[src/rtl/tile_pattern_scheduler.sv]
// Shares one temporal-pattern accumulator bank across NUM_TILES tiles: collects 4 frames of
// binary tile values, then drains one pattern per tile. Optional macro: PATTERN_SKIP_STATIC_EN.
module tile_pattern_scheduler #(
  parameter int NUM_TILES  = 16,
  parameter int TILE_IDX_W = 4
) (
  input  logic                  clk,
  input  logic                  rst_n,
  input  logic                  frame_sync,
  input  logic                  bin_valid,
  input  logic                  bin_in,
  output logic                  bin_ready,
  output logic                  pat_valid,
  input  logic                  pat_ready,
  output logic [TILE_IDX_W-1:0] pat_tile,
  output logic [3:0]            pat_id,
  output logic [1:0]            frame_slot,
  output logic                  overrun_err,
  input  logic                  err_clr
);

  localparam int PTR_W = TILE_IDX_W + 1;
  localparam logic [PTR_W-1:0]      TILES_P = PTR_W'(NUM_TILES);
  localparam logic [TILE_IDX_W-1:0] LAST_T  = TILE_IDX_W'(NUM_TILES - 1);

  typedef enum logic {S_COLLECT, S_DRAIN} state_e;

  state_e                state_q, state_d;
  logic [PTR_W-1:0]      tile_ptr_q, tile_ptr_d;
  logic [TILE_IDX_W-1:0] drain_ptr_q, drain_ptr_d;
  logic [1:0]            frame_slot_q, frame_slot_d;
  logic                  bin_ready_q, bin_ready_d;
  logic                  pat_valid_q, pat_valid_d;
  logic [TILE_IDX_W-1:0] pat_tile_q, pat_tile_d;
  logic [3:0]            pat_id_q, pat_id_d;
  logic                  overrun_err_q, overrun_err_d;
  logic [3:0]            acc_q [NUM_TILES];
  logic [3:0]            acc_d [NUM_TILES];

  logic                  beat;
  logic                  new_err;
  logic                  load_next;
  logic                  next_show;
  logic [TILE_IDX_W-1:0] next_tile;
  logic [3:0]            next_acc;

  always_comb begin
    state_d       = state_q;
    tile_ptr_d    = tile_ptr_q;
    drain_ptr_d   = drain_ptr_q;
    frame_slot_d  = frame_slot_q;
    bin_ready_d   = bin_ready_q;
    pat_valid_d   = pat_valid_q;
    pat_tile_d    = pat_tile_q;
    pat_id_d      = pat_id_q;
    for (int t = 0; t < NUM_TILES; t++) acc_d[t] = acc_q[t];
    beat      = 1'b0;
    new_err   = 1'b0;
    load_next = 1'b0;
    next_tile = '0;
    next_acc  = '0;
    next_show = 1'b0;

    case (state_q)
      S_COLLECT: begin
        beat = bin_valid & bin_ready_q;
        // a beat coinciding with frame_sync lands in the pre-sync slot
        if (beat) begin
          if (tile_ptr_q < TILES_P) begin
            for (int t = 0; t < NUM_TILES; t++)
              if (tile_ptr_q == PTR_W'(t)) acc_d[t][frame_slot_q] = bin_in;
            tile_ptr_d = tile_ptr_q + 1'b1;
          end else begin
            new_err = 1'b1;
          end
        end
        if (frame_sync) begin
          tile_ptr_d = '0;
          if (frame_slot_q != 2'd3) begin
            frame_slot_d = frame_slot_q + 2'd1;
          end else begin
            state_d     = S_DRAIN;
            bin_ready_d = 1'b0;
            drain_ptr_d = '0;
            load_next   = 1'b1;
            next_tile   = '0;
          end
        end
      end
      S_DRAIN: begin
        if (frame_sync) new_err = 1'b1;
        // pat_valid low in DRAIN means the current tile is a skip cycle
        if (!pat_valid_q || pat_ready) begin
          for (int t = 0; t < NUM_TILES; t++)
            if (drain_ptr_q == TILE_IDX_W'(t)) acc_d[t] = '0;
          if (drain_ptr_q == LAST_T) begin
            state_d      = S_COLLECT;
            pat_valid_d  = 1'b0;
            frame_slot_d = 2'd0;
            bin_ready_d  = 1'b1;
          end else begin
            drain_ptr_d = drain_ptr_q + 1'b1;
            load_next   = 1'b1;
            next_tile   = drain_ptr_q + 1'b1;
          end
        end
      end
      default: state_d = S_COLLECT;
    endcase

    for (int t = 0; t < NUM_TILES; t++)
      if (next_tile == TILE_IDX_W'(t)) next_acc = acc_d[t];
`ifdef PATTERN_SKIP_STATIC_EN
    next_show = (next_acc != 4'h0) && (next_acc != 4'hF);
`else
    next_show = 1'b1;
`endif
    if (load_next) begin
      pat_valid_d = next_show;
      pat_tile_d  = next_tile;
      pat_id_d    = next_acc;
    end

    overrun_err_d = new_err | (overrun_err_q & ~err_clr);
  end

  always_ff @(posedge clk or negedge rst_n) begin
    if (!rst_n) begin
      state_q       <= S_COLLECT;
      tile_ptr_q    <= '0;
      drain_ptr_q   <= '0;
      frame_slot_q  <= 2'd0;
      bin_ready_q   <= 1'b1;
      pat_valid_q   <= 1'b0;
      pat_tile_q    <= '0;
      pat_id_q      <= '0;
      overrun_err_q <= 1'b0;
      for (int t = 0; t < NUM_TILES; t++) acc_q[t] <= '0;
    end else begin
      state_q       <= state_d;
      tile_ptr_q    <= tile_ptr_d;
      drain_ptr_q   <= drain_ptr_d;
      frame_slot_q  <= frame_slot_d;
      bin_ready_q   <= bin_ready_d;
      pat_valid_q   <= pat_valid_d;
      pat_tile_q    <= pat_tile_d;
      pat_id_q      <= pat_id_d;
      overrun_err_q <= overrun_err_d;
      for (int t = 0; t < NUM_TILES; t++) acc_q[t] <= acc_d[t];
    end
  end

  assign bin_ready   = bin_ready_q;
  assign pat_valid   = pat_valid_q;
  assign pat_tile    = pat_tile_q;
  assign pat_id      = pat_id_q;
  assign frame_slot  = frame_slot_q;
  assign overrun_err = overrun_err_q;

endmodule

[config.mk]
export PLATFORM = sky130hd
export DESIGN_NAME = tile_pattern_scheduler
export DESIGN_NICKNAME = d
export VERILOG_FILES = /design/src/rtl/tile_pattern_scheduler.sv
export SDC_FILE = /design/constraint.sdc
export NUM_CORES = 1
export LEC_CHECK = 0
export CAP_MARGIN = 20
export CORE_MARGIN = 3
export CORE_UTILIZATION = 35
export CTS_CLUSTER_DIAMETER = 100
export DETAILED_ROUTE_END_ITERATION = 16
export GPL_ROUTABILITY_DRIVEN = 0
export SLEW_MARGIN = 20
export SYNTH_ARGS = -nofsm -noshare
export SYNTH_HDL_FRONTEND = slang
export SYNTH_SLANG_ARGS = --single-unit
[constraint.sdc]
create_clock -name clk -period 5.85 [get_ports clk]
set_clock_uncertainty 0.2 [all_clocks]
set_input_delay 0.585 -clock clk [delete_from_list [all_inputs] [get_ports clk]]
set_output_delay 0.585 -clock clk [all_outputs]
set_load 0.01 [all_outputs]
[Yosys cells after proc, flatten, opt, wreduce, memory -nomap -nowiden]
Cells that the tools add are included.
W data, S select, Z words.
Operators by class
  reduce and logical (&&, ||, !) cells: 16
  bitwise logic cells: 5
  divide/modulo/power cells: 0
  magnitude comparators: 3
  multipliers: 0
  shift operators: 0
  equal/unequal tests: 52
  muxes and demuxes: 106
  add/subtract/negate cells: 3
Operators with widths (count)
  $mux W4: 54
  $mux W64: 3
  $pmux W64 S2: 1
  $bwmux W4: 16
  $eq A4 B4 Y1 const B: 16
  $eq A5 B4 Y1 const B: 8
  $eq A4 B3 Y1 const B: 8
  $eq A5 B3 Y1 const B: 4
  $mux W1: 17
  $eq A4 B2 Y1 const B: 4
  $pmux W4 S2: 2
  $mux W5: 3
  $reduce_and A4 Y1: 3
  $eq A5 B2 Y1 const B: 2
  $ne A2 B2 Y1 const B: 5
  $reduce_bool A2 Y1: 5
  $eq A4 B1 Y1 const B: 2
  $logic_not A4 Y1: 2
  $mux W2: 4
  $pmux W1 S2: 4
  $reduce_and A3 Y1: 2
  $add A5 B1 Y5 const B: 1
  $eq A5 B1 Y1 const B: 1
  $logic_not A5 Y1: 1
  other kinds (14): 17
Word-level totals
  bits of input ports: 7
  ROM bits: 0
  memories kept: 0
  logic and storage cells: 210
  bits in registers: 87
  memory bits (writable): 0
  bits in latches: 0
  output and inout bits: 13

[Depth between registers and ports, before layout]
  depth after elaboration: 25
  gate-level depth with buffers: 11
  mapped depth without buffers: 10

[Least setup slack after synthesis]
No wires, ideal clock.
  path kind: register to register
  start point: register drain_ptr_q[0]
  end point: register pat_id_q[0] (netlist: pat_id[0])
  path slack: 3.246 ns
  clock period less this slack: 2.604 ns
  library setup time: 0.076 ns
  stages on the path, launching flop included: 11
  required time: 5.574 ns
  arrival time: 2.328 ns
  path buffers: 2
  cells stage by stage: dfrtp_1 -> ha_1 -> buf_2 -> nand3_1 -> and3_1 -> clkbuf_1 -> a21oi_1 -> or4_1 -> nor3_1 -> o221ai_1 -> o21ai_1
Between the ends
  longest elaborated chain between the ends: 21
  elaborated cells between the ends (all ways): 73
  those cells by class: add/sub (1); eq/ne (30); mux (40); reduce/logical (2)
RTL lines
  start: declaration: RTL line 30  | logic [TILE_IDX_W-1:0] drain_ptr_q, drain_ptr_d;
  start signal: assignment: RTL line 142  | drain_ptr_q <= drain_ptr_d;
  $add A4 B1 Y4 / $eq A4 B4 Y1 (equally long branches): RTL line 104, 95, 96
  $mux W4: RTL line 96  | if (drain_ptr_q == LAST_T) begin
  $mux W4: RTL line 93  | if (!pat_valid_q || pat_ready) begin
  $pmux W4 S2: RTL line 64  | case (state_q)
  $logic_not A4 Y1: RTL line 112  | if (next_tile == TILE_IDX_W'(t)) next_acc = acc_d[t];
  $mux W4 (16 in a row): RTL line 112
  end signal: assignment: RTL line 147  | pat_id_q <= pat_id_d;
  end: declaration: RTL line 35  | logic [3:0] pat_id_q, pat_id_d;
Several ways; a longest one is shown, not always the timed one.
A chain may end at the register's enable or synchronous reset.

[Final worst setup path]
  start point: register state_q
  end point: register pat_id_q[1] (netlist: pat_id[1])
Between the ends
  longest elaborated chain between the ends: 19
  elaborated cells between the ends (all ways): 36
  those cells by class: eq/ne (15); mux (19); bitwise (1); reduce/logical (1)
RTL lines
  start: declaration: RTL line 28  | state_e state_q, state_d;
  start signal: assignment: RTL line 140  | state_q <= state_d;
  $not A1 Y1 (no line)
  $pmux W4 S2: RTL line 64
  $logic_not A4 Y1: RTL line 112
  $mux W4 (16 in a row): RTL line 112
Several ways; a longest one is shown, not always the timed one.

==> impl_results.md <==
* Share of power burned in the clock network at between 20% and 30%
* Sequential share of the synthesized area at between 30 and 40%
* Largest net degree at the start of global routing at 85
* Max-cap violations at 0
* Final Cycle Share at between 60% and 70%
* Share of cells above drive strength 1 at between 5 and 6%
* Final WL at between 15 and 20 mm
* CTS tree: done
* Rows at 45
* Net Switching at roughly 0.0012 W
* Grt total ovfl at 0
* Hold/Removal Path Class: register to register
* Worst EP required at slightly below 6 ns
* First drt pass iteration count at 5
* Top Ports at 20
* # fillers at 1,480
* Slowest CP cell: dfrtp_1
* Final worst slack at just over 2 ns
* Core box area at 15,370 um^2
* Inst Count DP at around 790
* Sw frac at 43.54%
* Cell Area, Synth at about 5500 um^2
* IR drop worst, VDD at roughly 0.24 mV
* Post-route minimum period at 3.787 ns
* Fin nets at ~610
* Layout Cells excl Fill at roughly 800
* H-tree level count at 3
* Post-DR vias/cell at approximately 6
* Antenna-violating nets left at 0
* Total chip power at approximately 0.0027 W
* CTS clock-pin slew for the worst setup and hold paths at approximately 0.070 ns
* Fmax at 264.1 MHz
* Post-CTS Setup Bufs at 0
* Post-synth EDFFs at 0
* ANT cells at 0
* Pwr dens at 431.0 nW/um^2
* Setup TNS at 0 ns
* Post-synth cell types at slightly below 60
* Resize count post-CTS at 0
* Root Driver: clkbuf_16
* Final setup violation count at 0
* Sequential share of power at 31.0%
* CP top delay family: simple AND/OR/NAND/NOR gates
* DP Worst Slack at approximately 2.2 ns
* Int Pwr at about 0.0015 W
* I/O Buffers at 19
* Global-route wire length before repair at roughly 26 mm
* Post-Syn Nets at 620
* Vias in the first global route at 4,564
* Max clock buf depth at 2
* Crit path kind: register to register
* First DRT Iteration DRCs at 432
* Synth async-reset ratio at 100.0%
* Clock Latency Late Sink at between 0.3 and 0.4 ns
* WP data arrival at between 3 and 4 ns
* CP endpoint kind: register
* Slew Limit Fails at 0
* Prevailing post-synth register cell: dfrtp_1
* Unrepaired setup endpoints after global routing: false
* Crit Path Max Fanout at 48
* Starting Density at a little over a third
* Layout area overhead at 12.22%
* Post-Syn Area per Cell at 9.246 um^2
* LEAKAGE at ~3 nW
* Status: finished clean
* Cts bufs inserted at 9
* Chip height at ~130 um
* Chip Width at between 100 and 150 um
* Initial antenna violation count at 0
* Die area at approximately 17,000 um^2
* Slew @ Worst Pin at approximately 1.2 ns
* Critical-path cell list: inv_2, nor4_2, nor2_1, a221o_1, o211a_1, nor3b_1, o21ai_1
* Register bit count reported by yosys at between 80 and 90
* Via count at about 5,000
* Commonest non-fill, non-tap cell in the layout: dfrtp_1
* Worst Path Buf+Inv at 1
* Max_slew headroom at between 20% and 30%
* CP Launch Type: register
* Cells after Synth at 600
* HPWL after detailed placement at around 12 mm
* TritonCTS sink count at 87
* Peak per-stage delay on the critical path at about 0.94 ns
* DRC viols at 0
* Mean routed wirelength per cell at ~20 um
* Synthesis Warnings at 0
* Fin. Hold Viols at 0
* Most frequent cells in the layout: 86 x dfrtp_1, 57 x nand2_1, 40 x nor2_1, 40 x nor3_1, 32 x o211a_1
* Combinational share of power at 43.5%
* Tot GR Track Use at approximately a fifth
==> through the flow <==
step | cell area (um^2) | utilization (%) | hold WS (ns)
after floorplan | 5548 | - | 0.08941
after global placement | 5849 | 38.05 | 0.1834
after detailed placement | 5849 | 38.05 | 0.1830
after CTS | 6216 | 40.44 | 0.2874
after global routing | 6226 | 40.50 | 0.3179
final | 6226 | 40.50 | 0.2794
==> area by class of cell <==
cell class                      instances  area [um^2]  area share [%]
Clock inverter                          5        103.9           1.668
Inverter                               21        78.83           1.266
Tap cell                              211        264.0           4.240
Timing Repair Buffer                   28        261.5           4.200
Clock buffer                           11        252.7           4.059
Multi-Input combinational cell        439         3087           49.58
Sequential cell                        87         2178           34.99
==> cell families (layout without fill, tap and decap cells) <==
family,after synthesis,after routing,synth area share [%]
compound gates,177,177,25.94
simple gates,218,218,21.09
xor+xnor,2,2,0.3158
flops,87,87,39.26
mux,29,29,5.255
buf+inv,74,65,5.210
fa+ha+maj,13,13,2.932
==> what timing repair did <==
| item | CTS | global route |
|---|---|---|
| endpoints found under the hold margin | 3 | 0 |
| endpoints found under the setup margin | 0 | 0 |
| hold buffers | 1 | 0 |
==> worst reg2reg max path, cell delays in order (launching register included) <==
cell and delay, ns:
dfrtp_1 0.94, inv_2 0.61, nor4_2 0.88, nor2_1 0.17
a221o_1 0.33, o211a_1 0.15, nor3b_1 0.27, o21ai_1 0.12
==> power groups by stage <==
| stage | Combinational, W | Clock, W | Sequential [W] |
|---|---|---|---|
| after floorplan | 0.000811 | 0 | 0.000770 |
| after global placement | 0.00112 | 0 | 0.000829 |
| after detailed placement | 0.00114 | 0 | 0.000833 |
| after CTS | 0.00115 | 0.000696 | 0.000823 |
| after global routing | 0.00127 | 0.000725 | 0.000843 |
| final | 0.00117 | 0.000685 | 0.000831 |
==> registers in the layout (all words and copies together) (netlist names) <==
| signal | count |
|---|---|
| acc_q | 64 |
| tile_ptr_q | 5 |
| drain_ptr_q | 4 |
| pat_id | 4 |
| pat_tile | 4 |
| frame_slot | 2 |
| bin_ready | 1 |
| overrun_err | 1 |
| pat_valid | 1 |
| state_q | 1 |
==> Yosys cell counts (all sizes together) (11+ instances only) <==
| cell type | n | area, um^2 |
|---|---|---|
| a22oi | 12 | 95.09 |
| buf | 13 | 60.05 |
| nand3 | 11 | 55.05 |
| dfrtp | 86 | 2152 |
| nor2 | 40 | 150.1 |
| o21ai | 19 | 95.09 |
| a21oi | 11 | 55.05 |
| o211a | 32 | 320.3 |
| inv | 21 | 78.83 |
| o2bb2ai | 16 | 140.1 |
| clkbuf | 40 | 150.1 |
| nor3 | 41 | 210.2 |
| nand2 | 57 | 214.0 |
| mux2i | 28 | 280.3 |
| ha | 13 | 162.7 |
| a211o | 28 | 245.2 |
==> layer usage <==
metal | wire, um | track usage (%)
met1 | 7232 | 26.12
met2 | 7422 | 28.11
met3 | 1305 | 4.847
met4 | 524 | 8.285
met5 | 0 | 0
==> final timing paths <==
path | startpoint | to | slack (ns) | cells after the start
max | state_q | pat_id[1] | 2.06 | 7
min | pat_tile[2] | pat_tile[2] | 0.28 | 2
max reg2reg | state_q | pat_id[1] | 2.06 | 7
min reg2reg | pat_tile[2] | pat_tile[2] | 0.28 | 2
max in group asynchronous | rst_n | acc_q[59] | 4.11 | 3
min in group asynchronous | rst_n | pat_tile[0] | 0.38 | 2
Note: power is estimated with default switching activity, not from simulation.
